## src/rtl/glb_stream_port.sv

```systemverilog
// glb_stream_port: host valid/ready streaming port into the four-bank global buffer.
// Ports:
//   clk, reset                       clock, synchronous active-high reset
//   cmd_valid/cmd_ready              command handshake (ready only when idle)
//   cmd_dir/cmd_glb                  0 = write GLB, 1 = read GLB; target GLB select
//   cmd_base_addr/cmd_num_words      first word address, word count (0..2^ADDR_WIDTH)
//   s_data/s_valid/s_ready           write stream into the GLB
//   m_data/m_valid/m_last/m_ready    read stream out of the GLB
//   mem_glb/mem_bank/mem_row         GLB, bank (addr[1:0]) and row (addr>>2) of the access
//   mem_we/mem_re/mem_wdata          access strobes and write data
//   mem_rdata                        read data, one cycle after mem_re
//   busy/done                        transfer in progress, end-of-transfer pulse
module glb_stream_port #(
    parameter int DATA_WIDTH = 16,
    parameter int ADDR_WIDTH = 16
) (
    input  logic                  clk,
    input  logic                  reset,
    input  logic                  cmd_valid,
    output logic                  cmd_ready,
    input  logic                  cmd_dir,
    input  logic [1:0]            cmd_glb,
    input  logic [ADDR_WIDTH-1:0] cmd_base_addr,
    input  logic [ADDR_WIDTH:0]   cmd_num_words,
    input  logic [DATA_WIDTH-1:0] s_data,
    input  logic                  s_valid,
    output logic                  s_ready,
    output logic [DATA_WIDTH-1:0] m_data,
    output logic                  m_valid,
    output logic                  m_last,
    input  logic                  m_ready,
    output logic [1:0]            mem_glb,
    output logic [1:0]            mem_bank,
    output logic [ADDR_WIDTH-3:0] mem_row,
    output logic                  mem_we,
    output logic                  mem_re,
    output logic [DATA_WIDTH-1:0] mem_wdata,
    input  logic [DATA_WIDTH-1:0] mem_rdata,
    output logic                  busy,
    output logic                  done
);
    typedef enum logic [2:0] {IDLE, WRITE, READ, DRAIN, DONE} state_t;

    localparam logic [ADDR_WIDTH:0] CNT_ONE = {{ADDR_WIDTH{1'b0}}, 1'b1};

    state_t                state, state_next;
    logic [1:0]            glb;
    logic [ADDR_WIDTH-1:0] addr;
    logic [ADDR_WIDTH:0]   remaining, pop_left;
    logic [DATA_WIDTH-1:0] fifo [2];
    logic [1:0]            fifo_count, used;
    logic                  rd_ptr, wr_ptr, inflight;
    logic                  accept, wr_fire, pop;

    assign accept    = cmd_valid & cmd_ready;
    assign wr_fire   = s_valid & s_ready;
    assign m_valid   = fifo_count != 2'd0;
    assign pop       = m_valid & m_ready;
    assign m_data    = fifo[rd_ptr];
    assign m_last    = m_valid && pop_left == CNT_ONE;
    assign mem_glb   = glb;
    assign mem_bank  = addr[1:0];
    assign mem_row   = addr[ADDR_WIDTH-1:2];
    assign mem_wdata = s_data;

    always_ff @(posedge clk) begin
        if (reset) state <= IDLE;
        else       state <= state_next;
    end

    always_comb begin
        state_next = state;
        case (state)
            IDLE:    if (accept) state_next = cmd_num_words == '0 ? DONE : cmd_dir ? READ : WRITE;
            WRITE:   if (wr_fire && remaining == CNT_ONE) state_next = DONE;
            READ:    if (mem_re && remaining == CNT_ONE) state_next = DRAIN;
            DRAIN:   if (fifo_count == 2'd0 && !inflight) state_next = DONE;
            DONE:    state_next = IDLE;
            default: state_next = IDLE;
        endcase
    end

    // Credit counts the slot freed by a same-cycle pop so a continuously
    // ready sink sees one word per cycle; FIFO + in-flight never exceeds 2.
    always_comb begin
        cmd_ready = state == IDLE;
        busy      = state != IDLE;
        done      = state == DONE;
        s_ready   = state == WRITE;
        mem_we    = s_ready & s_valid;
        used      = fifo_count + {1'b0, inflight} - {1'b0, pop};
        mem_re    = state == READ && remaining != '0 && used < 2'd2;
    end

    always_ff @(posedge clk) begin
        if (reset) begin
            glb        <= '0;
            addr       <= '0;
            remaining  <= '0;
            pop_left   <= '0;
            inflight   <= 1'b0;
            fifo_count <= '0;
            rd_ptr     <= 1'b0;
            wr_ptr     <= 1'b0;
            fifo[0]    <= '0;
            fifo[1]    <= '0;
        end else begin
            inflight   <= mem_re;
            fifo_count <= fifo_count + {1'b0, inflight} - {1'b0, pop};
            if (accept) begin
                glb       <= cmd_glb;
                addr      <= cmd_base_addr;
                remaining <= cmd_num_words;
                pop_left  <= cmd_num_words;
            end else if (mem_we || mem_re) begin
                addr      <= addr + ADDR_WIDTH'(1);
                remaining <= remaining - CNT_ONE;
            end
            if (inflight) begin
                fifo[wr_ptr] <= mem_rdata;
                wr_ptr       <= ~wr_ptr;
            end
            if (pop) begin
                rd_ptr   <= ~rd_ptr;
                pop_left <= pop_left - CNT_ONE;
            end
        end
    end
endmodule
```

## config.mk

```make
export PLATFORM = sky130hd
export DESIGN_NAME = glb_stream_port
export DESIGN_NICKNAME = d
export VERILOG_FILES = /design/src/rtl/glb_stream_port.sv
export SDC_FILE = /design/constraint.sdc
export NUM_CORES = 1
export LEC_CHECK = 0
export ABC_AREA = 1
export BUFFER_PORTS_ARGS = -buffer_cell sky130_fd_sc_hd__buf_4
export CORE_MARGIN = 3
export CORE_UTILIZATION = 26
export DETAILED_ROUTE_END_ITERATION = 8
export GPL_TIMING_DRIVEN = 0
export HOLD_SLACK_MARGIN = 0.03
export PLACE_DENSITY = 0.45
export SYNTH_ARGS = -nofsm -noshare
export SYNTH_HDL_FRONTEND = slang
export SYNTH_SLANG_ARGS = --single-unit
export TNS_END_PERCENT = 5
```

## constraint.sdc

```tcl
create_clock -name clk -period 2.77 [get_ports clk]
set_input_delay 0.4155 -clock clk [delete_from_list [all_inputs] [get_ports clk]]
set_output_delay 0.4155 -clock clk [all_outputs]
set_load 0.005 [all_outputs]
```

# [Yosys cells after proc, flatten, opt, wreduce, memory -nomap -nowiden]
# Memory sizes are Yosys's and may differ from the RTL's. A register that Yosys moved wholly into a read port is not among the register bits.
# Cells that the tools add are included.
[word_totals] ff_bits=60 mem_bits_rw=32 inputBits=73 out_inout_bits=58 wordCells=72 memories=1
[memory_table] name="fifo" words=2 width=16 read_ports=1 rd_clocked_by_memory_dff=1 write_ports=2 line_no="50" text="logic [DATA_WIDTH-1:0] fifo [2];"
[classes] add_sub_neg=5 n_lt_le_gt_ge=1 n_eq_ne=10 muxes=23 n_bitwise=5 reduce_logical=18
[ops] op="$mux 17" n=4
[ops] op="$mux 16" n=3
[ops] op="$eq 17x1->1 const B" n=2
[ops] op="$sub 17x1->17 const B" n=2
[ops] op="$logic_not 17->1" n=1
[ops] op="$reduce_bool 17->1" n=1
[ops] op="$add 16x1->16 const B" n=1
[ops] op="$reduce_or 16->1" n=1
[ops] op="$mux 3" n=5
[ops] op="$pmux 3 s4" n=1
[ops] op="$mux 1" n=9
[ops] op="$eq 3x2->1 const B" n=2
[ops] op="$logic_and 1x1->1" n=6
[ops] op="$reduce_bool 2->1" n=3
[ops] op="$ne 2x1->1 const B" n=2
[ops] op="$ne 2x2->1 const B" n=2
[ops] op="$reduce_and 4->1" n=1
[ops] op="$and 1x1->1" n=3
[ops] op="$eq 3x1->1 const B" n=1
[ops] op="$eq 3x3->1 const B" n=1
[ops] op="$logic_not 3->1" n=1
[ops] op="$reduce_bool 3->1" n=1
[ops] op="$add 2x1->2" n=1
[ops] op="$logic_not 2->1" n=1
[ops] op="6 further kinds" n=7

# [Logic depth before layout (Yosys ltp)]
[logic_depth] ltp_word=8 mapped_depth=20 ltp_nobuf=18

# [Worst setup path after synthesis]
# OpenSTA, ideal clock, no wires.
[synth_path] path_type="input to output" from="in m_ready" to="out mem_re" arrival_time_ns=2.020 required_ns=2.355 setup_slack_ns=0.335 path_stages=18 path_buffers=3 cell_sequence="inv_1 > nor2_4 > inv_1 > buf_1 > nand2_1 > nand2_1 > ha_1 > inv_1 > nand2_1 > nand2_1 > inv_1 > nand2_1 > nand2_1 > inv_2 > nand3_4 > buf_8 > buf_8 > inv_1"
[synth_between] elab_chain_cells=4
[synth_rtl] item="from (decl)" line_no="31" text="input logic m_ready,"
[synth_rtl] item="$and 1x1->1" line_no="58" text="assign pop = m_valid & m_ready;"
[synth_rtl] item="$sub 2x1->2" line_no="91" text="used = fifo_count + {1'b0, inflight} - {1'b0, pop};"
[synth_rtl] item="$lt 2x2->1" line_no="92" text="mem_re = state == READ && remaining != '0 && used < 2'd2;"
[synth_rtl] item="$logic_and 1x1->1" line_no="92"
[synth_rtl] item="to (decl)" line_no="36" text="output logic mem_re,"
# Every way passes these cells.

# [Final worst setup path]
[layout_path] from="reg fifo_count[1]" to="out mem_re"
[layout_between] elab_chain_cells=5 elab_cells_between_ends=6 classes_between="add/sub: 2; order compare: 1; bitwise: 1; reduce/logical: 2"
[layout_rtl] item="from (decl)" line_no="51" text="logic [1:0] fifo_count, used;"
[layout_rtl] item="from (signal assigned)" line_no="109" text="fifo_count <= fifo_count + {1'b0, inflight} - {1'b0, pop};"
[layout_rtl] item="branches (longest 2 deep; another with $add 2x1->2)"
[layout_rtl] item="$sub 2x1->2 (*)" line_no="91"
[layout_rtl] item="$lt 2x2->1 (*)" line_no="92"
[layout_rtl] item="$logic_and 1x1->1 (*)" line_no="92"
# Mark *: on every way between the ends.

==> reports/results.md <==
Place
- **placed cell count** 1213
- **setup slack at placement** -0.280 ns
- **GP Congestion** 0.844
- **number of port buffers** 114
- **half-perimeter wire length after detailed placement** 13.9 mm

Floorplanning
- **site row count** 53
- **vertical extent of the die** 154 microns
- **core area** 21300 sq um
- **Die W** 154 microns
- **full die area** 23800 sq um
- **number of top-level pins** 131
- **starting density of the core** 26.8%

Detailed routing
- **routed wire length per instance** 14.9 microns
- **Final ANT Viol Nets** 0
- **number of vias after detailed routing** 5548
- **Pre-antenna DRT Iters** 4
- **Initial DRC Count** 272
- **average via count per standard cell** 4.50
- **Post-route DRC** 0
- **wirelength, routed** 18.3 mm

Power and ir drop
- **maximum resistive drop on vdd** 0.419 mV
- **total power per unit cell area** 1080 nW/um^2
- **Pleak** 0.00350 uW

STA
- **minimum clock period after layout** 2.58 ns
- **setup repair after global routing missed its margin** no
- **final worst-path cycle share** 93.0%
- **setup slack after layout** 0.194 ns
- **fmax** 388 MHz
- **count of endpoints failing hold in the final timing report** 0
- **Relative slew margins** 49.9%
- **Worst Max-Slew Pin Slew** 0.752 ns
- **worst-case clock skew** 0.0105 ns
- **Final setup viols** 0
- **pins over their slew limit** 0

Synthesis
- **most repeated cell in the gate-level netlist after synthesis** sky130_fd_sc_hd__nand2_1
- **number of enable-type register cells in the synthesized netlist** 32
- **sequential fraction of the synthesis area** 38.2%
- **synthesized flop and latch total** 93
- **commonest cells in the synthesized netlist** sky130_fd_sc_hd__nand2_1, sky130_fd_sc_hd__nor2_1, sky130_fd_sc_hd__inv_1
- **Synth cell types** 42
- **post-synth top area cell** sky130_fd_sc_hd__dfxtp_1
- **top cells by area, synth** sky130_fd_sc_hd__dfxtp_1, sky130_fd_sc_hd__edfxtp_1, sky130_fd_sc_hd__nand2_1, sky130_fd_sc_hd__nor2_1, sky130_fd_sc_hd__inv_1
- **syn avg cell area** 6.93 sq um
- **proportion of netlist area held by the largest area contributor** 21.4%
- **instance count of the mapped netlist** 824
- **fraction of registers with async set or reset after synthesis** 0%
- **synthesized netlist net count** 904
- **most frequently used flop master after synthesis** sky130_fd_sc_hd__dfxtp_1
- **Netlist Area Pre-Place** 5710 sq um
- **Synth warnings** 0

Global routing
- **Global Route Usage Sum** 15.3%
- **via count of the first global-routing pass** 5279
- **number of antenna violations at the first check in global routing** 0
- **pin count of the biggest net entering global routing** 20
- **wire length of the first global-routing pass** 28.7 mm
- **total grt overflow** 0

CTS
- **TritonCTS clock tree** done
- **cts bufs inserted** 9
- **CTS clk-pin slew, worst paths** 0.08 ns
- **hold-fix buffers at CTS** 0
- **number of sinks handled by clock tree synthesis** 93
- **Longest Clk Path Bufs** 2
- **later-pin clock latency in the skew report** 0.36 ns
- **root buffer selected by CTS** sky130_fd_sc_hd__clkbuf_16
- **Max H-tree Level** 3

Critical path
- **required time reported for the critical path endpoint** 2.35 ns
- **Crit. Startpoint** fifo_count[1]
- **Slowest cell on crit path** sky130_fd_sc_hd__dfxtp_2
- **crit path kind** reg2out
- **Arr. time, crit path** 2.16 ns
- **worst r2r path cells** 19
- **end of the worst register-to-register path** remaining[14]
- **reg-to-reg slack, setup** 0.46 ns
- **Startpoint Class** flip-flop
- **most frequent cell on the critical path** sky130_fd_sc_hd__nand2_1
- **cell breakdown of the critical path** nor2_2 -> nor2_4 -> clkinvlp_4 -> nand2_2 -> nand2_1 -> ha_2 -> inv_1 -> nand2_1 -> nand2_2 -> inv_1 -> nand2_1 -> nand2_1 -> inv_2 -> nand3_4 -> buf_8 -> inv_1 -> buf_4
- **Setup crit end** mem_re
- **Max FO, Critical Path** 11
- **r2r startpoint** fifo_count[1]
- **peak per-stage delay on the critical path** 0.35 ns
- **Worst setup EP type** output port

Cells and area
- **fraction of layout instances using a drive strength above 1** 21.4%
- **number of nets in the layout** 1032
- **layout overhead on the synthesized area** 26.9%
- **Filler Cell Count** 2395
- **final std cells w/o fill** 1232
- **Finished Core Util** 34.0%
- **number of antenna diodes** 0

Worst hold path
- **Hold Crit Class** in2reg

Flow run
- **number of max-cap violations** 0

Status
- **result of the run** complete, no violations

-- cell type report --
class,instances,area [sq um],area share (%)
clock buffers,9,225,3.11
multi-input cells,577,2840,39.3
repair buffers,119,893,12.3
flip-flops and latches,93,2180,30.2
plain buffers,45,272,3.75
well taps,275,344,4.75
inverters,107,405,5.60
clock inverters,7,72.6,1.00
-- sequential cells by signal, indices dropped and copies added, names as in the netlist, named ones only --
register,flops
fifo,32
pop_left,17
remaining,17
addr,16
state,3
fifo_count,2
mem_glb,2
inflight,1
rd_ptr,1
wr_ptr,1
-- stage by stage --
| stage | TNS, ns | total power (uW) | cell area (sq um) | hold slack [ns] |
|---|---|---|---|---|
| after detailed placement | -1.53 | 6560 | 6910 | 0.447 |
| after global placement | -1.24 | 6580 | 6910 | 0.440 |
| after floorplan | 0 | 5160 | 5710 | 0.426 |
| after global routing | 0 | 8590 | 7240 | 0.274 |
| after CTS | 0 | 7910 | 7240 | 0.260 |
| final | 0 | 7810 | 7240 | 0.268 |
-- critical path, delay by kind of cell (launching register included) --
| family | cells | cell delay, ns |
|---|---|---|
| AND/OR/NAND/NOR | 9 | 0.65 |
| buffers and inverters | 7 | 0.64 |
| flip-flops | 1 | 0.35 |
| adder cells (fa/ha/maj) | 1 | 0.17 |
-- kinds of logic (layout without fill, tap and decap cells) --
logic type	Yosys count	in the layout	share of synthesized area, %
AO/OA/AOI/OAI	88	88	8.66
buffers and inverters	154	287	12.1
adder cells (fa/ha/maj)	7	7	1.53
multiplexers	16	16	3.16
AND/OR/NAND/NOR	447	447	33.4
flip-flops	93	93	38.2
XOR/XNOR	19	19	2.92
-- cells in the final DEF (no fill, tap or decap), types with 6 or more instances in the layout --
master	instances
sky130_fd_sc_hd__dfxtp_1	59
sky130_fd_sc_hd__ha_1	6
sky130_fd_sc_hd__nor2_1	148
sky130_fd_sc_hd__nor2_2	6
sky130_fd_sc_hd__nor3_1	7
sky130_fd_sc_hd__mux2_2	16
sky130_fd_sc_hd__clkbuf_16	9
sky130_fd_sc_hd__xor2_1	12
sky130_fd_sc_hd__a21oi_1	34
sky130_fd_sc_hd__edfxtp_1	32
sky130_fd_sc_hd__o21ai_0	31
sky130_fd_sc_hd__o211ai_1	7
sky130_fd_sc_hd__buf_4	136
sky130_fd_sc_hd__inv_1	101
sky130_fd_sc_hd__nand4_1	32
sky130_fd_sc_hd__xnor2_1	7
sky130_fd_sc_hd__nand3_1	38
sky130_fd_sc_hd__nand2_1	200
sky130_fd_sc_hd__buf_2	10
sky130_fd_sc_hd__clkbuf_1	11
-- worst min path at each step --
stage / startpoint / end / slack, ns / depth (start not counted)
4_1_cts: cmd_glb[1] / mem_glb[1] / 0.26 / 3
2_1_floorplan: rd_ptr / flip-flop / 0.43 / 1
5_1_grt: cmd_glb[1] / mem_glb[1] / 0.27 / 3
6_report: cmd_glb[0] / mem_glb[0] / 0.27 / 3
3_5_place_dp: rd_ptr / flip-flop / 0.45 / 1
3_3_place_gp: rd_ptr / rd_ptr / 0.44 / 1
-- per-layer routing --
| metal | vias to the layer above | wire (microns) | GRT usage, % |
|---|---|---|---|
| met5 | - | 0 | 0 |
| met4 | 0 | 348 | 4.79 |
| met3 | 23 | 846 | 2.31 |
| met2 | 128 | 8220 | 23.6 |
| met1 | 2519 | 8900 | 21.9 |
| li1 | 2878 | - | - |
-- power by group --
part | switching [uW] | internal [uW] | leakage (uW)
Sequential | 418 | 1820 | 0.000834
Clock | 631 | 638 | 0.000143
Combinational | 2630 | 1680 | 0.00252
Total | 3680 | 4130 | 0.00350
-- what timing repair did --
action,CTS,global route
pin swaps,1,4
gates resized for setup,3,4
setup buffers,4,1
endpoints found under the setup margin,7,1
Note: power is estimated with default switching activity, not from simulation.
